==> src/rtl/mmio_pkg.sv <==
// Shared types and constants for the MMIO router: FSM states, region codes,
// the error read pattern and the bit layout of a trace entry.
package mmio_pkg;

  typedef enum logic [1:0] {
    ST_IDLE,
    ST_REQ,
    ST_DONE,
    ST_ERR
  } state_e;

  localparam logic [3:0] REGION_VMEM   = 4'hc;
  localparam logic [3:0] REGION_TIMER  = 4'hd;
  localparam logic [3:0] REGION_KBD    = 4'he;
  localparam logic [3:0] REGION_LOADER = 4'hf;

  localparam logic [31:0] ERR_DATA_DEFAULT = 32'hDEADBEEF;

  // Device index is carried as 3 bits so up to 8 channels fit a trace entry.
  localparam int IDX_W = 3;

  localparam int TR_W        = 64;
  localparam int TR_ERR_BIT  = 63;
  localparam int TR_WE_BIT   = 62;
  localparam int TR_IDX_LSB  = 59;
  localparam int TR_ADDR_LSB = 32;
  localparam int TR_ADDR_W   = 27;
  localparam int TR_DATA_LSB = 0;
  localparam int TR_DATA_W   = 32;

  function automatic logic [TR_W-1:0] trace_pack(
    input logic                 err,
    input logic                 we,
    input logic [IDX_W-1:0]     idx,
    input logic [TR_ADDR_W-1:0] addr,
    input logic [TR_DATA_W-1:0] data
  );
    logic [TR_W-1:0] entry;
    entry                              = '0;
    entry[TR_ERR_BIT]                  = err;
    entry[TR_WE_BIT]                   = we;
    entry[TR_IDX_LSB +: IDX_W]         = idx;
    entry[TR_ADDR_LSB +: TR_ADDR_W]    = addr;
    entry[TR_DATA_LSB +: TR_DATA_W]    = data;
    return entry;
  endfunction

endpackage

==> src/rtl/mmio_trace_buf.sv <==
// Circular trace buffer: one synchronous write port, an asynchronous read
// port and a fill count that saturates at DEPTH. DEPTH must be a power of 2.
module mmio_trace_buf #(
  parameter  int DEPTH = 16,
  parameter  int W     = 64,
  localparam int IDX_W = $clog2(DEPTH)
) (
  input  logic             ui_clk,
  input  logic             rst,
  input  logic             wr_en,
  input  logic [W-1:0]     wr_data,
  input  logic [IDX_W-1:0] rd_idx,
  output logic [W-1:0]     rd_data,
  output logic [IDX_W:0]   count
);

  localparam logic [IDX_W:0] CNT_FULL = (IDX_W+1)'(DEPTH);

  logic [W-1:0]     mem_q [DEPTH];
  logic [IDX_W-1:0] ptr_q;
  logic [IDX_W:0]   count_q;

  // NOTE: storage is deliberately not reset; count_q says which entries are valid.
  always_ff @(posedge ui_clk) begin
    if (wr_en && rst) begin
      mem_q[ptr_q] <= wr_data;
    end
  end

  // NOTE: rst is synchronous and active-low, so it is sampled inside the clocked block.
  always_ff @(posedge ui_clk) begin
    if (!rst) begin
      ptr_q   <= '0;
      count_q <= '0;
    end else if (wr_en) begin
      ptr_q <= ptr_q + 1'b1;
      if (count_q != CNT_FULL) begin
        count_q <= count_q + 1'b1;
      end
    end
  end

  assign rd_data = mem_q[rd_idx];
  assign count   = count_q;

endmodule

==> src/rtl/mmio_router.sv <==
// Routes single CPU MMIO accesses to one of NUM_DEV devices by region code,
// with ack timeout and error capture. Optional trace: MMIO_ROUTER_TRACE_EN.
module mmio_router
  import mmio_pkg::*;
#(
  parameter  int                  NUM_DEV     = 4,
  parameter  int                  ADDR_W      = 30,
  parameter  int                  DATA_W      = 32,
  parameter  logic [4*NUM_DEV-1:0] REGION_MAP = {REGION_LOADER, REGION_KBD, REGION_TIMER, REGION_VMEM},
  parameter  int                  TIMEOUT     = 255,
  parameter  logic [DATA_W-1:0]   ERR_DATA    = DATA_W'(ERR_DATA_DEFAULT),
  parameter  int                  TRACE_DEPTH = 16,
  localparam int                  TIDX_W      = $clog2(TRACE_DEPTH)
) (
  input  logic                      ui_clk,
  input  logic                      rst,
  input  logic                      cpu_rd,
  input  logic                      cpu_wr,
  input  logic [ADDR_W-1:0]         cpu_addr,
  input  logic [DATA_W-1:0]         cpu_wdata,
  input  logic [3:0]                cpu_be,
  output logic [DATA_W-1:0]         cpu_rdata,
  output logic                      cpu_stall,
  output logic [NUM_DEV-1:0]        dev_req,
  output logic                      dev_we,
  output logic [ADDR_W-1:0]         dev_addr,
  output logic [DATA_W-1:0]         dev_wdata,
  output logic [3:0]                dev_be,
  input  logic [NUM_DEV-1:0]        dev_ack,
  input  logic [NUM_DEV*DATA_W-1:0] dev_rdata,
  output logic                      err_sticky,
  output logic [ADDR_W-1:0]         err_addr,
  input  logic [TIDX_W-1:0]         trace_idx,
  output logic [63:0]               trace_data,
  output logic [TIDX_W:0]           trace_count
);

  state_e              state_q;
  logic [NUM_DEV-1:0]  dev_req_q;
  logic                we_q;
  logic [ADDR_W-1:0]   addr_q;
  logic [DATA_W-1:0]   wdata_q;
  logic [3:0]          be_q;
  logic [IDX_W-1:0]    idx_q;
  logic [DATA_W-1:0]   rdata_q;
  logic [7:0]          wait_q;
  logic [7:0]          wait_d;
  logic                err_sticky_q;
  logic [ADDR_W-1:0]   err_addr_q;

  logic                req_valid;
  logic                hit;
  logic [IDX_W-1:0]    hit_idx;
  logic [NUM_DEV-1:0]  hit_onehot;
  logic                ack_sel;
  logic [DATA_W-1:0]   rdata_sel;

  assign req_valid = cpu_rd | cpu_wr;
  assign wait_d    = wait_q + 8'd1;

  // Descending scan so the lowest matching channel overwrites any higher one.
  // NOTE: every combinational output gets a default first so no latch is inferred.
  always_comb begin
    hit     = 1'b0;
    hit_idx = '0;
    for (int i = NUM_DEV - 1; i >= 0; i--) begin
      if (cpu_addr[ADDR_W-1 -: 4] == REGION_MAP[4*i +: 4]) begin
        hit     = 1'b1;
        hit_idx = IDX_W'(i);
      end
    end
    hit_onehot = '0;
    for (int i = 0; i < NUM_DEV; i++) begin
      hit_onehot[i] = hit && (hit_idx == IDX_W'(i));
    end
  end

  // Only the latched channel's ack and data are visible to the FSM.
  always_comb begin
    ack_sel   = 1'b0;
    rdata_sel = '0;
    for (int i = 0; i < NUM_DEV; i++) begin
      if (idx_q == IDX_W'(i)) begin
        ack_sel   = dev_ack[i];
        rdata_sel = dev_rdata[DATA_W*i +: DATA_W];
      end
    end
  end

  always_comb begin
    cpu_stall = 1'b0;
    case (state_q)
      ST_IDLE: cpu_stall = req_valid && hit;
      ST_REQ:  cpu_stall = 1'b1;
      default: cpu_stall = 1'b0;
    endcase
  end

  // NOTE: all state and registered outputs update with non-blocking assignments.
  always_ff @(posedge ui_clk) begin
    if (!rst) begin
      state_q      <= ST_IDLE;
      dev_req_q    <= '0;
      we_q         <= 1'b0;
      addr_q       <= '0;
      wdata_q      <= '0;
      be_q         <= '0;
      idx_q        <= '0;
      rdata_q      <= '0;
      wait_q       <= '0;
      err_sticky_q <= 1'b0;
      err_addr_q   <= '0;
    end else begin
      case (state_q)
        ST_IDLE: begin
          if (req_valid && hit) begin
            we_q      <= cpu_wr;
            addr_q    <= cpu_addr;
            wdata_q   <= cpu_wdata;
            be_q      <= cpu_be;
            idx_q     <= hit_idx;
            dev_req_q <= hit_onehot;
            wait_q    <= '0;
            state_q   <= ST_REQ;
          end
        end
        ST_REQ: begin
          if (ack_sel) begin
            dev_req_q <= '0;
            rdata_q   <= we_q ? '0 : rdata_sel;
            state_q   <= ST_DONE;
          end else if (wait_d == 8'(TIMEOUT)) begin
            dev_req_q    <= '0;
            rdata_q      <= ERR_DATA;
            wait_q       <= wait_d;
            err_sticky_q <= 1'b1;
            err_addr_q   <= addr_q;
            state_q      <= ST_ERR;
          end else begin
            wait_q <= wait_d;
          end
        end
        ST_DONE, ST_ERR: begin
          state_q <= ST_IDLE;
        end
        default: begin
          state_q <= ST_IDLE;
        end
      endcase
    end
  end

  assign cpu_rdata  = rdata_q;
  assign dev_req    = dev_req_q;
  assign dev_we     = we_q;
  assign dev_addr   = addr_q;
  assign dev_wdata  = wdata_q;
  assign dev_be     = be_q;
  assign err_sticky = err_sticky_q;
  assign err_addr   = err_addr_q;

`ifdef MMIO_ROUTER_TRACE_EN
  logic            trace_we;
  logic [TR_W-1:0] trace_entry;

  // Writes log the store data, reads log what was returned to the CPU.
  assign trace_we    = (state_q == ST_DONE) || (state_q == ST_ERR);
  assign trace_entry = trace_pack(state_q == ST_ERR, we_q, idx_q,
                                  TR_ADDR_W'(addr_q),
                                  TR_DATA_W'(we_q ? wdata_q : rdata_q));

  mmio_trace_buf #(
    .DEPTH (TRACE_DEPTH),
    .W     (TR_W)
  ) u_trace_buf (
    .ui_clk  (ui_clk),
    .rst     (rst),
    .wr_en   (trace_we),
    .wr_data (trace_entry),
    .rd_idx  (trace_idx),
    .rd_data (trace_data),
    .count   (trace_count)
  );
`else
  logic trace_idx_unused;
  assign trace_idx_unused = ^trace_idx;
  assign trace_data       = '0;
  assign trace_count      = '0;
`endif

endmodule

==> config.mk <==
export PLATFORM = sky130hd
export DESIGN_NAME = mmio_router
export DESIGN_NICKNAME = d
export VERILOG_FILES = /design/src/rtl/mmio_pkg.sv /design/src/rtl/mmio_trace_buf.sv /design/src/rtl/mmio_router.sv
export SDC_FILE = /design/constraint.sdc
export NUM_CORES = 1
export LEC_CHECK = 0
export ABC_AREA = 1
export CORE_ASPECT_RATIO = 1.1
export CORE_MARGIN = 10
export CORE_UTILIZATION = 34
export DETAILED_ROUTE_END_ITERATION = 7
export PLACE_DENSITY = 0.77
export REMOVE_ABC_BUFFERS = 1
export SLEW_MARGIN = 20
export SYNTH_ARGS = -nofsm -noshare
export SYNTH_HDL_FRONTEND = slang
export SYNTH_SLANG_ARGS = --single-unit
==> constraint.sdc <==
create_clock -name ui_clk -period 1.8 [get_ports ui_clk]
set_clock_uncertainty 0.05 [all_clocks]
set_input_delay 0.18 -clock ui_clk [delete_from_list [all_inputs] [get_ports ui_clk]]
set_output_delay 0.18 -clock ui_clk [all_outputs]
set_load 0.05 [all_outputs]
==> results.py, run 1 <==
metrics = {
    "run": {
        "drv_cap": 0,
    },
    "placement": {
        "gp_congestion": 0.837,
        "numPortBuffers": 336,
        "hpwl_um": 20700,
        "pre_cts_slack_ps": -64.0,
    },
    "global_route": {
        "grt_pass1_vias": 7123,
        "grt_pass1_wl_um": 40400,
        "grt_start_max_net_pins": 67,
        "gr-usage-all-layers_pct": 19.1,
        "globalRouteOverflowTotal": 0,
        "grt_antenna_before_repair": 0,
    },
    "setup_path": {
        "crit_start": "wait_q[1]",
        "critPathKind": "flop to flop",
        "reg2reg_slack_ps": -80,
        "startpoint_type": "flop",
        "end_kind": "flop",
        "worstPathArrival_ps": 2140,
        "rr_startpoint": "wait_q[1]",
        "critPathMaxFanout": 8,
        "required_ps": 2060,
    },
    "logic_synthesis": {
        "yosysMostFrequentCell": "nor2_1",
        "synth.ff_latch_count": 146,
        "yosysWarnings": 0,
        "synth_top_area_share_pct": 42.3,
        "yosys.area.top_type": "dfxtp_1",
        "synth_edf_count": 0,
        "seq_area_frac_synth_pct": 42.3,
        "ys.flop_type": "dfxtp_1",
        "synth_area_mm2": 0.00691,
        "synth_area_per_cell_um2": 7.11,
        "ys_top_cells_by_count": "nor2_1 (166), dfxtp_1 (146), nand2_1 (134), o21ai_0 (122), inv_1 (74)",
        "synthCells": 972,
        "netlist_top_cells_area": "dfxtp_1 (42%), nor2_1 (9.0%), o21ai_0 (8.8%), buf_4 (7.5%), nand2_1 (7.3%)",
        "ys_async_sr_fraction_pct": 0,
        "synth_cell_types": 34,
    },
    "status": {
        "outcome": "complete, but fails checks",
        "violations": "negative setup slack",
    },
    "sta": {
        "fmax_mhz": 532,
        "hold_ws_ps": 139,
        "finalMaxSlewViolations": 0,
        "worst_pin_slew_ps": 553,
        "min_period_over_period_pct": 104,
        "setup_slack_ps": -80.9,
        "setup_viol_count_final": 12,
        "hold_viol": 0,
        "rsz0062_at_grt": "yes",
        "period_minus_slack_ps": 1880,
        "slew_headroom_pct": 63.3,
    },
    "clock_tree": {
        "ctsHtreeMaxLevel": 4,
        "cts_hold_buf": 0,
        "path_clk_slew_ps": 60,
        "clk_path_buf_depth": 2,
        "cts_buffers": 17,
        "cts_tree": "built",
        "clk-insertion-delay-late_ps": 420,
        "cts_root_buf": "clkbuf_16",
        "clock-sinks": 146,
    },
    "route": {
        "viasPerCell": 4.73,
        "first_pass_iters": 5,
        "vias": 7458,
        "wirelength_um": 27800,
        "drc": 0,
        "drt-wirelength-per-cell_um": 17.6,
        "drtIter0Drc": 393,
        "ant_nets": 0,
    },
    "finish": {
        "final_core_util_pct": 56.4,
        "synthToLayoutAreaGrowth_pct": 62.9,
        "drive_gt1_share_pct": 15.4,
        "fillers": 1878,
        "antenna_cells": 0,
        "fin_nets": 1520,
    },
    "die": {
        "io_pins": 410,
        "core_area_mm2": 0.0199,
        "fp.dieH_um": 169,
        "fp.dieW_um": 156,
        "die_area_mm2": 0.0264,
        "rows": 54,
        "initial_utilization_pct": 34.7,
    },
    "min_path": {
        "hold_start": "rst",
        "hold_path_class": "input port to flop",
    },
    "power_and_ir_drop": {
        "p_total_mw": 9.80,
        "ir_drop_mv": 0.693,
        "leakagePower_nw": 5.05,
        "p_per_area_mw_per_mm2": 871,
    },
}
[per-layer routing]
metal	vias to the layer above	global-route usage (%)	wire length [µm]	part of all wire [%]
met3	21	8.37	3010	11
met2	322	33.4	13900	50
li1	3711	-	-	-
met5	-	0	0	0
met1	3404	20.5	10500	38
met4	0	5.51	381	1.4
[sequential cells by signal, summed over array words and instances (netlist names)]
name	flops
err_addr	30
cpu_rdata	32
dev_wdata	32
wait_q	8
dev_we	1
state_q	2
dev_be	4
dev_req	4
err_sticky	1
idx_q	2
dev_addr	30
[worst max-delay path, stage by stage (launching register included)]
cell and delay (ps):
dfxtp_4 370, ha_4 180, inv_2 50, nand2_2 70
nand2_2 50, nor2_2 120, nand3_2 100, nor2_4 140
nand3_4 120, buf_12 170, clkbuf_16 160, o21ai_1 150
a21oi_1 60
[through the flow]
step,area [µm²],instances,TNS [ps]
global route,11200,1576,-3600
CTS,10900,1568,0
finish,11200,1576,-271
detailed placement,10300,1537,-982
floorplan,6390,911,-278840
global placement,10300,1537,-102
[cells in the final DEF (no fill, tap or decap), drive strengths merged]
master / n
o21ai: 151
buf: 94
clkbuf: 21
dlymetal6s2s: 1
nor3: 5
clkdlybuf4s50: 200
bufinv: 5
o211ai: 4
clkinvlp: 1
conb: 69
o221ai: 10
clkinv: 3
dfxtp: 146
inv: 83
nor2: 171
o2111ai: 3
nand3: 33
o21bai: 2
ha: 2
o22ai: 4
nand4: 6
or2: 6
a21oi: 82
nand2: 138
dlygate4sd2: 83
a211oi: 1
[power breakdown]
part / internal, mW / switching (mW)
clock: 2.48 / 1.50
sequential: 3.38 / 0.0972
combinational: 0.842 / 1.50
total: 6.71 / 3.09
[area by class of cell]
| type | count | area, µm² | share of cell area, % |
|---|---|---|---|
| timing repair buffer | 382 | 3700 | 32.9 |
| multi-input combinational | 687 | 3350 | 29.8 |
| sequential | 146 | 2940 | 26.1 |
| clock buffer | 17 | 425 | 3.78 |
| tap | 252 | 315 | 2.80 |
| inverter | 78 | 295 | 2.63 |
| clock inverter | 14 | 226 | 2.01 |
[cells by family after synthesis]
family                   count (synthesis)  synth area share, %
other                                    1               0.0543
flip-flops                             146                 42.3
buffers and inverters                  207                 15.5
AND/OR/NAND/NOR                        359                 21.6
adder cells (fa/ha/maj)                  2                0.362
AO/OA/AOI/OAI                          257                 20.3
[worst paths after layout]
kind | endpoint | cells after the start
worst max register to register | err_addr[14] | 12
worst min register to register | cpu_rdata[13] | 2
worst min-delay path | err_addr[15] | 3
worst max-delay path | err_addr[14] | 12
[repair_timing]
item,4_1_cts,5_1_grt
pin swaps,0,5
setup endpoints to repair,99,78
gates cloned,0,5
resized for setup,85,58
buffers inserted,0,3
(Power assumes the default switching activity.)
==> run 2, diff against run 1 <==
Settings changed: CTS_CLUSTER_SIZE from default to 8.
==> results of run 2 <==
Final layout, timing and power as in run 1 (identical DEF).
==> run 3, diff against run 2 <==
Settings changed: SLEW_MARGIN 20 to 10.
==> results of run 3 <==
Final layout, timing and power as in run 1 (identical DEF).
